[config.mk]
export PLATFORM = sky130hd
export DESIGN_NAME = uart_frame_ctrl_flat
export DESIGN_NICKNAME = d
export VERILOG_FILES = /design/src/rtl/uart_frame_ctrl_if.sv /design/src/rtl/uart_frame_ctrl.sv /design/src/flat_wrapper.sv
export SDC_FILE = /design/constraint.sdc
export NUM_CORES = 1
export LEC_CHECK = 0
export CAP_MARGIN = 5
export CELL_PAD_IN_SITES_DETAIL_PLACEMENT = 2
export CELL_PAD_IN_SITES_GLOBAL_PLACEMENT = 2
export CORE_MARGIN = 1.5
export CORE_UTILIZATION = 35
export CTS_CLUSTER_SIZE = 14
export DETAILED_ROUTE_END_ITERATION = 10
export HOLD_SLACK_MARGIN = 0.03
export PLACE_DENSITY = 0.72
export SYNTH_ARGS = -nofsm -noshare
export SYNTH_HDL_FRONTEND = slang
export SYNTH_SLANG_ARGS = --single-unit
export TNS_END_PERCENT = 5
[constraint.sdc]
create_clock -name clk -period 2.65 [get_ports clk]
set_input_delay 0.3975 -clock clk [delete_from_list [all_inputs] [get_ports clk]]
set_output_delay 0.3975 -clock clk [all_outputs]
set_load 0.02 [all_outputs]
[src/rtl/uart_frame_ctrl_if.sv]
// Payload stream from the frame controller to the FSK modulator (valid/ready, last-byte marker).
interface uart_frame_ctrl_if;
  logic [7:0] out_data;
  logic       out_valid;
  logic       out_last;
  logic       out_ready;

  modport master (output out_data, output out_valid, output out_last, input out_ready);
  modport slave  (input out_data, input out_valid, input out_last, output out_ready);
endinterface

[src/rtl/uart_frame_ctrl.sv]
// Parses SYNC/LEN/PAYLOAD frames from the UART receiver and replays the payload on a stream.
// Define FRAME_CHKSUM_EN to require a trailing XOR checksum byte (CHK state, error code 2).
module uart_frame_ctrl #(
  parameter int unsigned MAX_LEN       = 16,
  parameter logic [7:0]  SYNC_BYTE     = 8'hAA,
  parameter int unsigned TIMEOUT_TICKS = 320
) (
  input  logic                     clk,
  input  logic                     reset,
  input  logic                     s_tick,
  input  logic                     rx_done_tick,
  input  logic [7:0]               rx_data,
  uart_frame_ctrl_if.master        out_if,
  output logic                     frame_done,
  output logic                     err_valid,
  output logic [1:0]               err_code,
  output logic                     busy
);
  localparam int unsigned IdxW    = (MAX_LEN > 1) ? $clog2(MAX_LEN) : 1;
  localparam logic [7:0]  MaxLenB = 8'(MAX_LEN);
  localparam logic [15:0] TermCnt = 16'(TIMEOUT_TICKS - 1);

  typedef enum logic [2:0] {
    StIdle,
    StLen,
    StPayload,
`ifdef FRAME_CHKSUM_EN
    StChk,
`endif
    StSend
  } state_e;

  state_e            state_q;
  logic [7:0]        len_q;
  logic [IdxW-1:0]   wr_idx_q;
  logic [IdxW-1:0]   rd_idx_q;
  logic [15:0]       cnt_q;
`ifdef FRAME_CHKSUM_EN
  logic [7:0]        chk_q;
`endif
  logic [7:0]        buf_mem [MAX_LEN];

  logic [7:0]        len_m1;
  logic [IdxW-1:0]   rd_next;
  logic              wr_last;
  logic              in_frame;
  logic              timed_out;
  logic [7:0]        first_byte;

  assign len_m1    = len_q - 8'd1;
  assign rd_next   = rd_idx_q + 1'b1;
  assign wr_last   = (8'(wr_idx_q) == len_m1);
  assign in_frame  = (state_q != StIdle) && (state_q != StSend);
  // A byte in the same cycle as the terminal tick wins and clears the counter.
  assign timed_out = in_frame && s_tick && !rx_done_tick && (cnt_q == TermCnt);
  // A 1-byte frame enters SEND while its only byte is still on rx_data.
  assign first_byte = (state_q == StPayload && wr_idx_q == '0) ? rx_data : buf_mem[0];
  assign busy      = (state_q != StIdle);

  // Buffer has no reset: validity is defined by len_q and the indices alone.
  always_ff @(posedge clk) begin
    if (!reset && state_q == StPayload && rx_done_tick) begin
      buf_mem[wr_idx_q] <= rx_data;
    end
  end

  always_ff @(posedge clk) begin
    if (reset) begin
      state_q          <= StIdle;
      len_q            <= '0;
      wr_idx_q         <= '0;
      rd_idx_q         <= '0;
      cnt_q            <= '0;
`ifdef FRAME_CHKSUM_EN
      chk_q            <= '0;
`endif
      out_if.out_data  <= '0;
      out_if.out_valid <= 1'b0;
      out_if.out_last  <= 1'b0;
      frame_done       <= 1'b0;
      err_valid        <= 1'b0;
      err_code         <= '0;
    end else begin
      frame_done <= 1'b0;
      err_valid  <= 1'b0;

      if (!in_frame || rx_done_tick) begin
        cnt_q <= '0;
      end else if (s_tick) begin
        cnt_q <= cnt_q + 16'd1;
      end

      if (timed_out) begin
        err_valid <= 1'b1;
        err_code  <= 2'd3;
        state_q   <= StIdle;
        cnt_q     <= '0;
      end else begin
        unique case (state_q)
          StIdle: begin
            if (rx_done_tick && rx_data == SYNC_BYTE) state_q <= StLen;
          end
          StLen: begin
            if (rx_done_tick) begin
              if (rx_data == 8'd0 || rx_data > MaxLenB) begin
                err_valid <= 1'b1;
                err_code  <= 2'd1;
                state_q   <= StIdle;
              end else begin
                len_q    <= rx_data;
                wr_idx_q <= '0;
`ifdef FRAME_CHKSUM_EN
                chk_q    <= rx_data;
`endif
                state_q  <= StPayload;
              end
            end
          end
          StPayload: begin
            if (rx_done_tick) begin
              wr_idx_q <= wr_idx_q + 1'b1;
`ifdef FRAME_CHKSUM_EN
              chk_q    <= chk_q ^ rx_data;
              if (wr_last) state_q <= StChk;
`else
              if (wr_last) begin
                state_q          <= StSend;
                rd_idx_q         <= '0;
                out_if.out_valid <= 1'b1;
                out_if.out_data  <= first_byte;
                out_if.out_last  <= (len_q == 8'd1);
              end
`endif
            end
          end
`ifdef FRAME_CHKSUM_EN
          StChk: begin
            if (rx_done_tick) begin
              if (rx_data == chk_q) begin
                state_q          <= StSend;
                rd_idx_q         <= '0;
                out_if.out_valid <= 1'b1;
                out_if.out_data  <= first_byte;
                out_if.out_last  <= (len_q == 8'd1);
              end else begin
                err_valid <= 1'b1;
                err_code  <= 2'd2;
                state_q   <= StIdle;
              end
            end
          end
`endif
          StSend: begin
            // Bytes arriving while replaying are dropped and flagged as overrun.
            if (rx_done_tick) begin
              err_valid <= 1'b1;
              err_code  <= 2'd0;
            end
            if (out_if.out_valid && out_if.out_ready) begin
              if (out_if.out_last) begin
                frame_done       <= 1'b1;
                out_if.out_valid <= 1'b0;
                out_if.out_last  <= 1'b0;
                out_if.out_data  <= '0;
                state_q          <= StIdle;
              end else begin
                rd_idx_q        <= rd_next;
                out_if.out_data <= buf_mem[rd_next];
                out_if.out_last <= (8'(rd_next) == len_m1);
              end
            end
          end
          default: state_q <= StIdle;
        endcase
      end
    end
  end
endmodule
[src/flat_wrapper.sv]
// flat-port wrapper written by rule: the top's interface ports become plain ports
module uart_frame_ctrl_flat 
#(
  parameter int unsigned MAX_LEN       = 16,
  parameter logic [7:0]  SYNC_BYTE     = 8'hAA,
  parameter int unsigned TIMEOUT_TICKS = 320
)
  (clk, reset, s_tick, rx_done_tick, rx_data, frame_done, err_valid, err_code, busy, out_if_out_data, out_if_out_valid, out_if_out_last, out_if_out_ready);
  uart_frame_ctrl_if out_if_i ();
  input  logic clk;
  input  logic reset;
  input  logic s_tick;
  input  logic rx_done_tick;
  input  logic [7:0] rx_data;
  output logic frame_done;
  output logic err_valid;
  output logic [1:0] err_code;
  output logic busy;
  output wire logic [$bits(out_if_i.out_data)-1:0] out_if_out_data;
  output wire logic [$bits(out_if_i.out_valid)-1:0] out_if_out_valid;
  output wire logic [$bits(out_if_i.out_last)-1:0] out_if_out_last;
  input wire logic [$bits(out_if_i.out_ready)-1:0] out_if_out_ready;
  assign out_if_out_data = out_if_i.out_data;
  assign out_if_out_valid = out_if_i.out_valid;
  assign out_if_out_last = out_if_i.out_last;
  assign out_if_i.out_ready = out_if_out_ready;
  uart_frame_ctrl #(.MAX_LEN(MAX_LEN), .SYNC_BYTE(SYNC_BYTE), .TIMEOUT_TICKS(TIMEOUT_TICKS)) u_core (.clk(clk), .reset(reset), .s_tick(s_tick), .rx_done_tick(rx_done_tick), .rx_data(rx_data), .out_if(out_if_i), .frame_done(frame_done), .err_valid(err_valid), .err_code(err_code), .busy(busy));
endmodule
## After elaboration in Yosys (flattened, before gate mapping)

Memories as Yosys holds them, arrays and structs flattened.
Cells that the tools add are included.

| word-level totals | value |
|---|---|
| register bits after elaboration | 49 |
| memory bits (writable) | 128 |
| memories kept | 1 |

| cells by class | value |
|---|---|
| add/subtract/negate cells | 4 |
| magnitude comparators | 1 |
| equality and inequality tests | 20 |
| multiplexer cells | 46 |
| bitwise logic cells | 4 |
| reductions and logical operators | 31 |

Memory list:

| name | words | width | read ports | clocked after memory_dff | write ports | line | RTL |
|---|---|---|---|---|---|---|---|
| u_core.buf_mem | 16 | 8 | 2 | 0 | 1 | uart_frame_ctrl.sv:41 | `logic [7:0] buf_mem [MAX_LEN];` |

Operator list:

| operator | count |
|---|---|
| $mux 8 | 5 |
| $mux 4 | 7 |
| $mux 3 | 6 |
| $reduce_and 6->1 | 3 |
| $add 16x1->16 const B | 1 |
| $eq 16x9->1 const B | 1 |
| $eq 4x8->1 | 2 |
| $pmux 4 s2 | 2 |
| $pmux 8 s2 | 1 |
| $mux 1 | 15 |
| $pmux 3 s4 | 1 |
| $mux 2 | 5 |
| $reduce_and 5->1 | 2 |
| $logic_and 1x1->1 | 9 |
| $ne 3x2->1 const B | 3 |
| $add 4x1->4 const B | 2 |
| $eq 8x1->1 const B | 1 |
| $eq 8x8->1 const B | 1 |
| $gt 8x5->1 const B | 1 |
| $logic_not 8->1 | 1 |
| $ne 2x1->1 const B | 4 |
| $ne 2x2->1 const B | 4 |
| $reduce_and 4->1 | 2 |
| $sub 8x1->8 const B | 1 |
| other kinds (15) | 26 |

## Longest topological paths before layout

Gate-level depths: netlist of run 1.

| logic depth | value |
|---|---|
| word-level depth | 7 |
| mapped depth | 10 |
| depth with buffers taken out | 8 |

## Least setup slack after synthesis of run 1

OpenSTA, ideal clock, no wires.

| timing | value |
|---|---|
| path type | reg-to-reg |
| start | reg u_core.state_q[0] |
| end | mem u_core.buf_mem[1][0] (enable) |
| library setup time | 0.383 ns |
| data arrival time | 1.602 ns |
| path slack | 0.665 ns |
| cell stages (with the launch flop) | 7 |
| cell sequence | dfxtp_1 > inv_1 > ha_1 > buf_4 > and3_1 > nand2_1 > nor3_1 |

| between the ends | value |
|---|---|
| word-level cells in the longest chain between the ends | 5 |

RTL lines:

| item | line | RTL |
|---|---|---|
| start: declaration | uart_frame_ctrl.sv:33 | `state_e state_q;` |
| start signal: assignment | uart_frame_ctrl.sv:69 | `state_q <= StIdle;` |
| start signal: assignment | uart_frame_ctrl.sv:96 | `state_q <= StIdle;` |
| start signal: assignment | uart_frame_ctrl.sv:101 | `if (rx_done_tick && rx_data == SYNC_BYTE) state_q <= StLen;` |
| $eq 3x2->1 | uart_frame_ctrl.sv:62 | `if (!reset && state_q == StPayload && rx_done_tick) begin` |
| $logic_and 1x1->1 (2 in a row) | uart_frame_ctrl.sv:62 |  |
| $mux 1 | uart_frame_ctrl.sv:62 |  |
| $mux 1 (implied by the code) | uart_frame_ctrl.sv:63 | `buf_mem[wr_idx_q] <= rx_data;` |
| end: declaration | uart_frame_ctrl.sv:41 |  |

Every way passes these cells.

## Final worst setup path of run 1

| timing | value |
|---|---|
| start | reg u_core.len_q[1] |
| end | reg u_core.out_if.out_data[3] |

| between the ends | value |
|---|---|
| word-level cells in the longest chain between the ends | 4 |

RTL lines:

| item | line | RTL |
|---|---|---|
| start: declaration | uart_frame_ctrl.sv:34 | `logic [7:0] len_q;` |
| start signal: assignment | uart_frame_ctrl.sv:110 | `len_q <= rx_data;` |
| $sub 8x1->8 | uart_frame_ctrl.sv:50 | `assign len_m1 = len_q - 8'd1;` |
| $eq 4x8->1 | uart_frame_ctrl.sv:52 | `assign wr_last = (8'(wr_idx_q) == len_m1);` |
| $ne 2x1->1 (no source line) | n/a |  |
| $reduce_and 5->1 (no source line) | n/a |  |
| end signal: assignment | uart_frame_ctrl.sv:130 | `out_if.out_data <= first_byte;` |
| end signal: assignment | uart_frame_ctrl.sv:168 | `out_if.out_data <= buf_mem[rd_next];` |
| end: declaration | uart_frame_ctrl_if.sv:8 | `modport master (output out_data, output out_valid, output out_last, input out_ready);` |

Every way passes these cells.
A chain may end at the register's enable or synchronous reset.

==> results of run 1 <==
placed cells by master (no fill, tap or decap), types with 9 or more instances in the layout:
master	n
sky130_fd_sc_hd__buf_4	39
sky130_fd_sc_hd__mux4_2	32
sky130_fd_sc_hd__inv_1	11
sky130_fd_sc_hd__o21ai_0	15
sky130_fd_sc_hd__dfxtp_1	47
sky130_fd_sc_hd__ha_1	12
sky130_fd_sc_hd__xor2_1	13
sky130_fd_sc_hd__nor3_1	12
sky130_fd_sc_hd__nand3_1	17
sky130_fd_sc_hd__and3_1	9
sky130_fd_sc_hd__clkdlybuf4s50_1	27
sky130_fd_sc_hd__xnor2_1	12
sky130_fd_sc_hd__edfxtp_1	128
sky130_fd_sc_hd__nor2_1	39
sky130_fd_sc_hd__clkbuf_16	17
sky130_fd_sc_hd__a21oi_1	15
sky130_fd_sc_hd__mux2i_1	19
sky130_fd_sc_hd__nand2_1	28
sequential cells by signal, summed over array words and instances, names as in the netlist:
name and flops:
u_core.frame_done 1, u_core.out_if.out_last 1, u_core.err_code 2, u_core.state_q 2, u_core.buf_mem 128, u_core.cnt_q 16
u_core.len_q 8, u_core.wr_idx_q 4, u_core.rd_idx_q 4, u_core.err_valid 1, u_core.out_if.out_valid 1, u_core.out_if.out_data 8
final cells by class:
cell class	count	area (sq um)	area share
Timing Repair Buffer	69	623	0.0687
Sequential cell	176	4810	0.530
Tap cell	275	344	0.0380
Clock inverter	15	183	0.0202
Clock buffer	17	425	0.0469
Inverter	11	41.3	0.00456
Multi-Input combinational cell	306	2640	0.291
synth_stat cells, types with 12 or more instances:
library cell / count / area share
sky130_fd_sc_hd__xor2_1: 13 / 0.015
sky130_fd_sc_hd__nand3_1: 17 / 0.011
sky130_fd_sc_hd__xnor2_1: 12 / 0.014
sky130_fd_sc_hd__mux2i_1: 19 / 0.025
sky130_fd_sc_hd__dfxtp_1: 48 / 0.13
sky130_fd_sc_hd__mux4_2: 32 / 0.094
sky130_fd_sc_hd__edfxtp_1: 128 / 0.50
sky130_fd_sc_hd__ha_1: 12 / 0.020
sky130_fd_sc_hd__a21oi_1: 15 / 0.0098
sky130_fd_sc_hd__nor3_1: 12 / 0.0079
sky130_fd_sc_hd__nand2_1: 28 / 0.014
sky130_fd_sc_hd__nor2_1: 39 / 0.019
sky130_fd_sc_hd__o21ai_0: 15 / 0.0098
power breakdown:
part | internal, mW | total (mW) | switching, mW
clock network | 1.29 | 2.57 | 1.28
registers | 2.95 | 2.95 | 0.00342
logic | 0.0482 | 0.147 | 0.0986
total | 4.28 | 5.66 | 1.38
per-layer routing:
metal	wire, um	global-route usage	up-vias
li1	-	-	2131
met2	12100	0.375	110
met4	392	0.0670	0
met5	0	0	-
met3	781	0.0325	24
met1	9380	0.268	2607
how the worst max path moves through the flow:
stage	start	end	cells past startpoint
4_1_cts	u_core.len_q[1]	u_core.out_if.out_data[3]	9
6_report	u_core.len_q[1]	u_core.out_if.out_data[3]	9
3_5_place_dp	rx_data[4]	u_core.state_q[1]	7
3_3_place_gp	rx_data[0]	u_core.wr_idx_q[3]	7
5_1_grt	u_core.len_q[1]	u_core.out_if.out_data[3]	9
2_1_floorplan	u_core.state_q[0]	u_core.buf_mem[1][0]	6
logic make-up after synthesis:
family / synth area share
XOR/XNOR: 0.0402
flip-flops: 0.628
AND/OR/NAND/NOR: 0.0918
AO/OA/AOI/OAI: 0.0623
multiplexers: 0.131
buffers and inverters: 0.0267
adder cells (fa/ha/maj): 0.0196
critical path: cells and delay by family, from the launching register on:
| family | cells | cell delay (ns) |
|---|---|---|
| adders and majority gates | 1 | 0.28 |
| and+or+nand+nor | 1 | 0.23 |
| AOI/OAI and AO/OA | 4 | 0.77 |
| DFF | 1 | 0.42 |
| buffers and inverters | 2 | 0.39 |
| xor gates and xnor gates | 1 | 0.23 |
metrics by stage:
| stage | area, sq um | TNS, ns | setup slack [ns] | hold WS, ns | util |
|---|---|---|---|---|---|
| after global placement | 8460 | 0 | 0.116 | 0.472 | 0.398 |
| after floorplan | 7650 | 0 | 0.665 | 0.453 | - |
| final | 9060 | 0 | 0.237 | 0.483 | 0.427 |
| after global routing | 9060 | 0 | 0.0386 | 0.512 | 0.427 |
| after detailed placement | 8460 | -0.0268 | -0.0268 | 0.467 | 0.398 |
| after CTS | 9060 | 0 | 0.211 | 0.485 | 0.427 |
==> load_flow_metrics.sql, run 1 <==
INSERT INTO impl_metrics (metric_group, metric, value, unit) VALUES
('flow_run', 'cap_viol_max_count', '0', ''),
('floorplan', 'floorplan.die_area', '22800', 'sq um'),
('sta', 'finClkSkew', '0.0131', 'ns'),
('floorplan', 'die_x', '151', 'um'),
('logic_synthesis', 'synth_fp_nets', '548', ''),
('critical_path', 'rr_endpoint', 'u_core.out_if.out_data[3]', ''),
('critical_path', 'start_of_the_worst_register_to_register_path', 'u_core.len_q[1]', ''),
('layout', 'layout-drive-gt1-share', '0.215', ''),
('hold_path', 'min_delay_worst_type', 'reg2reg', ''),
('global_route', 'grt_pass1_vias', '5327', ''),
('drt', 'detailroute.via_count', '4872', ''),
('cts', 'cts_tree', 'built', ''),
('layout', 'final_net_count', '606', ''),
('critical_path', 'rr_worst_depth', '9', ''),
('sta', 'rsz0062_at_grt', 'false', ''),
('critical_path', 'crit_path_max_fanout', '20', ''),
('cts', 'number_of_buffers_added_by_the_clock_tree_synthesis_step', '17', ''),
('sta', 'fmax', '0.414', 'GHz'),
('cts', 'clk_pin_slew', '0.07', 'ns'),
('drt', 'routed_via_density', '5.61', ''),
('placed_design', 'globalplace.congestion', '0.783', ''),
('floorplan', 'row_count', '53', ''),
('drt', 'dr.first_iter.drc_count', '353', ''),
('global_route', 'globalRouteOverflowTotal', '0', ''),
('hold_path', 'min_delay_path_depth', '1', ''),
('logic_synthesis', 'synth_sequential_area_ratio', '0.628', ''),
('cts', 'root_buf_cell', 'sky130_fd_sc_hd__clkbuf_16', ''),
('layout', 'fin_cells', '869', ''),
('critical_path', 'critical_path.startpoint_type', 'flop', ''),
('critical_path', 'timing.critical_path.required', '3.02', 'ns'),
('hold_path', 'min_from', 'u_core.len_q[7]', ''),
('placed_design', 'dp_cells', '837', ''),
('cts', 'cts-resized-gates', '0', ''),
('logic_synthesis', 'yosysUniqueCellTypes', '58', ''),
('sta', 'period_share', '0.910', ''),
('critical_path', 'end_kind', 'flop', ''),
('logic_synthesis', 'syn_avg_cell_area', '14.6', 'sq um'),
('logic_synthesis', 'number_of_synthesized_flops_with_an_enable_pin', '128', ''),
('drt', 'total_routed_length', '22600', 'um'),
('sta', 'finalWorstPathRequiredPeriod', '2.41', 'ns'),
('power_and_ir_drop', 'post-layout-total-power', '5.66', 'mW'),
('critical_path', 'worst-endpoint-arrival', '2.78', 'ns'),
('drt', 'final_antenna_net_count', '0', ''),
('global_route', 'maximum_number_of_pins_on_one_net_before_global_route_repair', '37', ''),
('critical_path', 'critical-path-max-stage-delay', '0.42', 'ns'),
('global_route', 'global_route_wire_length_before_repair', '34100', 'um'),
('outcome', 'run_status', 'finished, final reports clean', ''),
('layout', 'antenna-diode-count', '0', ''),
('layout', 'fill_cell_instance_count_of_the_final_layout', '2066', ''),
('floorplan', 'io_pins', '28', ''),
('critical_path', 'critical_path_class', 'reg2reg', ''),
('critical_path', 'critical_path.cell_chain', 'inv_1 -> ha_1 -> xnor3_1 -> and4_1 -> o211ai_2 -> a21boi_4 -> buf_4 -> o21ai_0 -> a31oi_1', ''),
('global_route', 'grt_util_all_layers', '0.213', ''),
('power_and_ir_drop', 'power.density', '625', 'nW/um^2'),
('critical_path', 'regToRegSetupSlack', '0.24', 'ns'),
('cts', 'cts_sinks', '176', ''),
('logic_synthesis', 'ys_dominant_reg_cell', 'sky130_fd_sc_hd__edfxtp_1', ''),
('sta', 'tightest_slew', '0.624', 'ns'),
('floorplan', 'core-area', '21200', 'sq um'),
('sta', 'final_hold_viol_count', '0', ''),
('cts', 'holdBufCountCts', '0', ''),
('sta', 'drv_slew', '0', ''),
('drt', 'remaining_drc_errors', '0', ''),
('cts', 'post_cts.repair.setup_buffers', '0', ''),
('sta', 'report.final.setup_viol', '0', ''),
('critical_path', 'critical_path.slowest_cell', 'sky130_fd_sc_hd__dfxtp_1', ''),
('placed_design', 'port_buffers', '27', ''),
('cts', 'insertion_delay', '0.45', 'ns'),
('drt', 'routedWlPerCell', '26.0', 'um'),
('logic_synthesis', 'yosysWarnings', '0', ''),
('logic_synthesis', 'synth.ff_latch_count', '176', '');
Power figures use the tool's default switching activity.
==> run 2, diff against run 1 <==
--- a/config.mk
+++ b/config.mk
@@ -5,6 +5,7 @@
 export SDC_FILE = /design/constraint.sdc
 export NUM_CORES = 1
 export LEC_CHECK = 0
+export ABC_AREA = 1
 export CAP_MARGIN = 5
 export CELL_PAD_IN_SITES_DETAIL_PLACEMENT = 2
 export CELL_PAD_IN_SITES_GLOBAL_PLACEMENT = 2
@@ -13,7 +14,7 @@
 export CTS_CLUSTER_SIZE = 14
 export DETAILED_ROUTE_END_ITERATION = 10
 export HOLD_SLACK_MARGIN = 0.03
-export PLACE_DENSITY = 0.72
+export PLACE_DENSITY = 0.79
 export SYNTH_ARGS = -nofsm -noshare
 export SYNTH_HDL_FRONTEND = slang
 export SYNTH_SLANG_ARGS = --single-unit
==> load_flow_metrics.sql, run 2 <==
INSERT INTO impl_metrics (metric_group, metric, value, unit) VALUES
('floorplan', 'io_pins', '28', ''),
('layout', 'post-route-util', '0.418', ''),
('layout', 'number_of_flip_flops_in_the_largest_register', '128', ''),
('drt', 'drtPass1Iterations', '4', ''),
('critical_path', 'critical-path-max-stage-delay', '0.45', 'ns'),
('global_route', 'grt_util_all_layers', '0.233', ''),
('power_and_ir_drop', 'power.combinational.fraction', '0.027', ''),
('logic_synthesis', 'mappedNetlistArea', '7980', 'sq um'),
('logic_synthesis', 'synth-compound-area-share', '0.106', ''),
('layout', 'fin_cells', '1191', ''),
('logic_synthesis', 'yosys.area.top_type_share', '0.482', ''),
('cts', 'cts_tree', 'built', ''),
('floorplan', 'die_x', '154', 'um'),
('floorplan', 'floorplan.die_area', '23700', 'sq um'),
('logic_synthesis', 'number_of_synthesized_flops_with_an_enable_pin', '128', ''),
('critical_path', 'crit_path_max_fanout', '41', ''),
('layout', 'design_area', '9400', 'sq um'),
('sta', 'final_hold_viol_count', '0', ''),
('critical_path', 'worst-endpoint-arrival', '2.79', 'ns'),
('critical_path', 'end_kind', 'flop', ''),
('placed_design', 'placedInstanceArea', '8810', 'sq um'),
('critical_path', 'critical_path_class', 'reg2reg', ''),
('layout', 'layout.cells.most_common_list', 'sky130_fd_sc_hd__nor2_1, sky130_fd_sc_hd__edfxtp_1, sky130_fd_sc_hd__nand2_1', ''),
('logic_synthesis', 'yosysWarnings', '0', ''),
('global_route', 'globalRouteOverflowTotal', '0', ''),
('sta', 'worst_slack', '0.230', 'ns'),
('logic_synthesis', 'area_contributors_post_synth', 'sky130_fd_sc_hd__edfxtp_1, sky130_fd_sc_hd__dfxtp_1, sky130_fd_sc_hd__nor2_1', ''),
('logic_synthesis', 'synth.top_cells.by_count', 'sky130_fd_sc_hd__nor2_1, sky130_fd_sc_hd__edfxtp_1, sky130_fd_sc_hd__nand2_1', ''),
('logic_synthesis', 'yosysUniqueCellTypes', '36', ''),
('global_route', 'initial_antenna_violation_count', '0', ''),
('logic_synthesis', 'most_numerous_cell_in_the_yosys_netlist', 'sky130_fd_sc_hd__nor2_1', ''),
('critical_path', 'critical_path.startpoint_type', 'flop', ''),
('drt', 'remaining_drc_errors', '0', ''),
('cts', 'cts_sinks', '176', ''),
('logic_synthesis', 'synth_fp_nets', '862', ''),
('floorplan', 'floorplan.initialDensity', '0.355', ''),
('layout', 'fill_cell_instance_count_of_the_final_layout', '2388', ''),
('layout', 'largest_register', 'u_core.buf_mem', ''),
('cts', 'post_cts.repair.setup_buffers', '0', ''),
('layout', 'layout-drive-gt1-share', '0.0982', ''),
('drt', 'total_routed_length', '26500', 'um'),
('floorplan', 'row_count', '55', ''),
('drt', 'final_antenna_net_count', '0', ''),
('logic_synthesis', 'postSynthCellCount', '837', ''),
('logic_synthesis', 'synth_top_family_by_area', 'simple AND/OR/NAND/NOR gates', ''),
('power_and_ir_drop', 'power_frac_seq', '0.521', ''),
('logic_synthesis', 'muxShareOfSynthArea', '0', ''),
('layout', 'multiInputGateArea', '2740', 'sq um'),
('layout', 'final_common_cell', 'sky130_fd_sc_hd__nor2_1', ''),
('placed_design', 'globalplace.congestion', '0.772', ''),
('cts', 'root_buf_cell', 'sky130_fd_sc_hd__clkbuf_16', ''),
('sta', 'period_share', '0.913', ''),
('global_route', 'global_route_wire_length_before_repair', '41300', 'um'),
('floorplan', 'dieHeight', '154', 'um'),
('placed_design', 'dp_slack', '0.265', 'ns'),
('sta', 'fmax', '0.413', 'GHz'),
('critical_path', 'critical_path.cell_chain', 'buf_4 -> buf_4 -> o21ai_0 -> o211ai_1 -> nand3_1 -> nand2_1 -> nand2_1 -> nand2_1 -> nor2_1 -> nor2_1', ''),
('logic_synthesis', 'synth-simple-area-share', '0.197', ''),
('layout', 'largest_registers', 'u_core.buf_mem (128), u_core.cnt_q (16)', ''),
('placed_design', 'place_hpwl', '17400', 'um'),
('sta', 'finalWorstPathRequiredPeriod', '2.42', 'ns'),
('sta', 'finClkSkew', '0.0104', 'ns'),
('power_and_ir_drop', 'power.leakage', '3.40', 'nW'),
('sta', 'tns', '0', 'ns'),
('critical_path', 'timing.critical_path.mode_cell', 'sky130_fd_sc_hd__nand2_1', ''),
('critical_path', 'critical_path.slowest_cell', 'sky130_fd_sc_hd__buf_4', ''),
('power_and_ir_drop', 'worst_ir_drop_vdd', '0.415', 'mV'),
('power_and_ir_drop', 'power_switching', '1.40', 'mW'),
('critical_path', 'timing.critical_path.required', '3.02', 'ns'),
('layout', 'antenna-diode-count', '0', ''),
('global_route', 'maximum_number_of_pins_on_one_net_before_global_route_repair', '58', ''),
('cts', 'insertion_delay', '0.45', 'ns'),
('flow_run', 'cap_viol_max_count', '0', ''),
('power_and_ir_drop', 'p_clk_frac', '0.452', ''),
('layout', 'layout-area-overhead-vs-synth', '17.8', '%'),
('cts', 'cts-resized-gates', '0', ''),
('layout', 'final_net_count', '918', ''),
('layout', 'regArea', '4810', 'sq um'),
('power_and_ir_drop', 'p_int', '4.27', 'mW'),
('logic_synthesis', 'synth_fa_ha_area_frac', '0.0188', ''),
('drt', 'routed_via_density', '5.33', ''),
('logic_synthesis', 'synth_sequential_area_ratio', '0.602', ''),
('logic_synthesis', 'synth-async-reset-ratio', '0', ''),
('cts', 'clk_pin_slew', '0.08', 'ns'),
('cts', 'holdBufCountCts', '0', ''),
('sta', 'rsz0062_at_grt', 'false', ''),
('logic_synthesis', 'synth.ff_latch_count', '176', ''),
('drt', 'dr.first_iter.drc_count', '427', ''),
('drt', 'detailroute.via_count', '6349', ''),
('sta', 'report.final.setup_viol', '0', ''),
('cts', 'ctsLongestPathBuffers', '2', ''),
('logic_synthesis', 'post_synth_xor_area_fraction', '0.0209', ''),
('power_and_ir_drop', 'power_switching_share', '0.247', ''),
('placed_design', 'dp_cells', '1159', ''),
('drt', 'routedWlPerCell', '22.3', 'um'),
('sta', 'drv_slew', '0', ''),
('power_and_ir_drop', 'power.density', '603', 'nW/um^2'),
('hold_path', 'min_delay_worst_type', 'reg2reg', ''),
('logic_synthesis', 'ys_dominant_reg_cell', 'sky130_fd_sc_hd__edfxtp_1', ''),
('sta', 'tightest_slew', '0.566', 'ns'),
('cts', 'htree_num_levels', '4', ''),
('logic_synthesis', 'netlist.top_cell.by_area', 'sky130_fd_sc_hd__edfxtp_1', ''),
('cts', 'number_of_buffers_added_by_the_clock_tree_synthesis_step', '17', ''),
('outcome', 'run_status', 'finished, final reports clean', ''),
('logic_synthesis', 'syn_avg_cell_area', '9.53', 'sq um'),
('sta', 'worst_rel_slew_slack', '0.622', ''),
('placed_design', 'port_buffers', '27', ''),
('floorplan', 'core-area', '22500', 'sq um'),
('global_route', 'grt_pass1_vias', '7098', '');
run 2: worst max-delay path, delay by kind of cell, from the launching register on:
family / cells / cell delay [ns]
AOI/OAI and AO/OA: 2 / 0.50
DFF: 1 / 0.38
and+or+nand+nor: 6 / 0.71
buffers and inverters: 2 / 0.72
run 2: logic make-up (layout without fill, tap and decap cells):
logic type / after synthesis / in the layout
simple gates: 372 / 372
flops: 176 / 176
compound gates: 154 / 154
buf+inv: 107 / 176
xor+xnor: 16 / 16
fa+ha+maj: 12 / 12
run 2: final timing paths:
check	start	end	slack, ns	cells past startpoint
min	u_core.len_q[5]	u_core.len_q[5]	0.47	2
min reg2reg	u_core.len_q[5]	u_core.len_q[5]	0.47	2
max	u_core.rd_idx_q[0]	u_core.out_if.out_data[0]	0.23	10
max reg2reg	u_core.rd_idx_q[0]	u_core.out_if.out_data[0]	0.23	10
run 2: per-layer routing:
metal | track usage | wire length [um] | up-vias
li1 | - | - | 2959
met1 | 0.271 | 11200 | 3242
met2 | 0.431 | 13900 | 113
met3 | 0.0330 | 691 | 35
met4 | 0.0902 | 731 | 0
met5 | 0 | 0 | -
run 2: final cells by class:
type | instances | share of cell area
multi-input combinational | 554 | 0.291
tap | 285 | 0.0379
sequential | 176 | 0.511
clock inverter | 15 | 0.0173
inverter | 74 | 0.0296
timing repair buffer | 70 | 0.0671
clock buffer | 17 | 0.0453
run 2: power by group through the flow:
| stage | combinational, mW | clock, mW | sequential (mW) |
|---|---|---|---|
| global route | 0.167 | 2.68 | 2.95 |
| finish | 0.153 | 2.56 | 2.95 |
| CTS | 0.154 | 2.60 | 2.95 |
| detailed placement | 0.152 | 0 | 3.02 |
| global placement | 0.144 | 0 | 3.02 |
| floorplan | 0.0485 | 0 | 3.02 |
run 2: metrics by stage:
stage	hold WS (ns)	power, mW
3_3_place_gp	0.452	3.16
2_1_floorplan	0.432	3.07
5_1_grt	0.509	5.80
3_5_place_dp	0.467	3.17
6_report	0.474	5.67
4_1_cts	0.476	5.71
==> run 3, diff against run 2 <==
--- a/config.mk
+++ b/config.mk
@@ -15,6 +15,7 @@
 export DETAILED_ROUTE_END_ITERATION = 10
 export HOLD_SLACK_MARGIN = 0.03
 export PLACE_DENSITY = 0.79
+export SLEW_MARGIN = 20
 export SYNTH_ARGS = -nofsm -noshare
 export SYNTH_HDL_FRONTEND = slang
 export SYNTH_SLANG_ARGS = --single-unit
==> results of run 3 <==
Same layout as run 2: the final DEF is identical, and so are final timing and power.
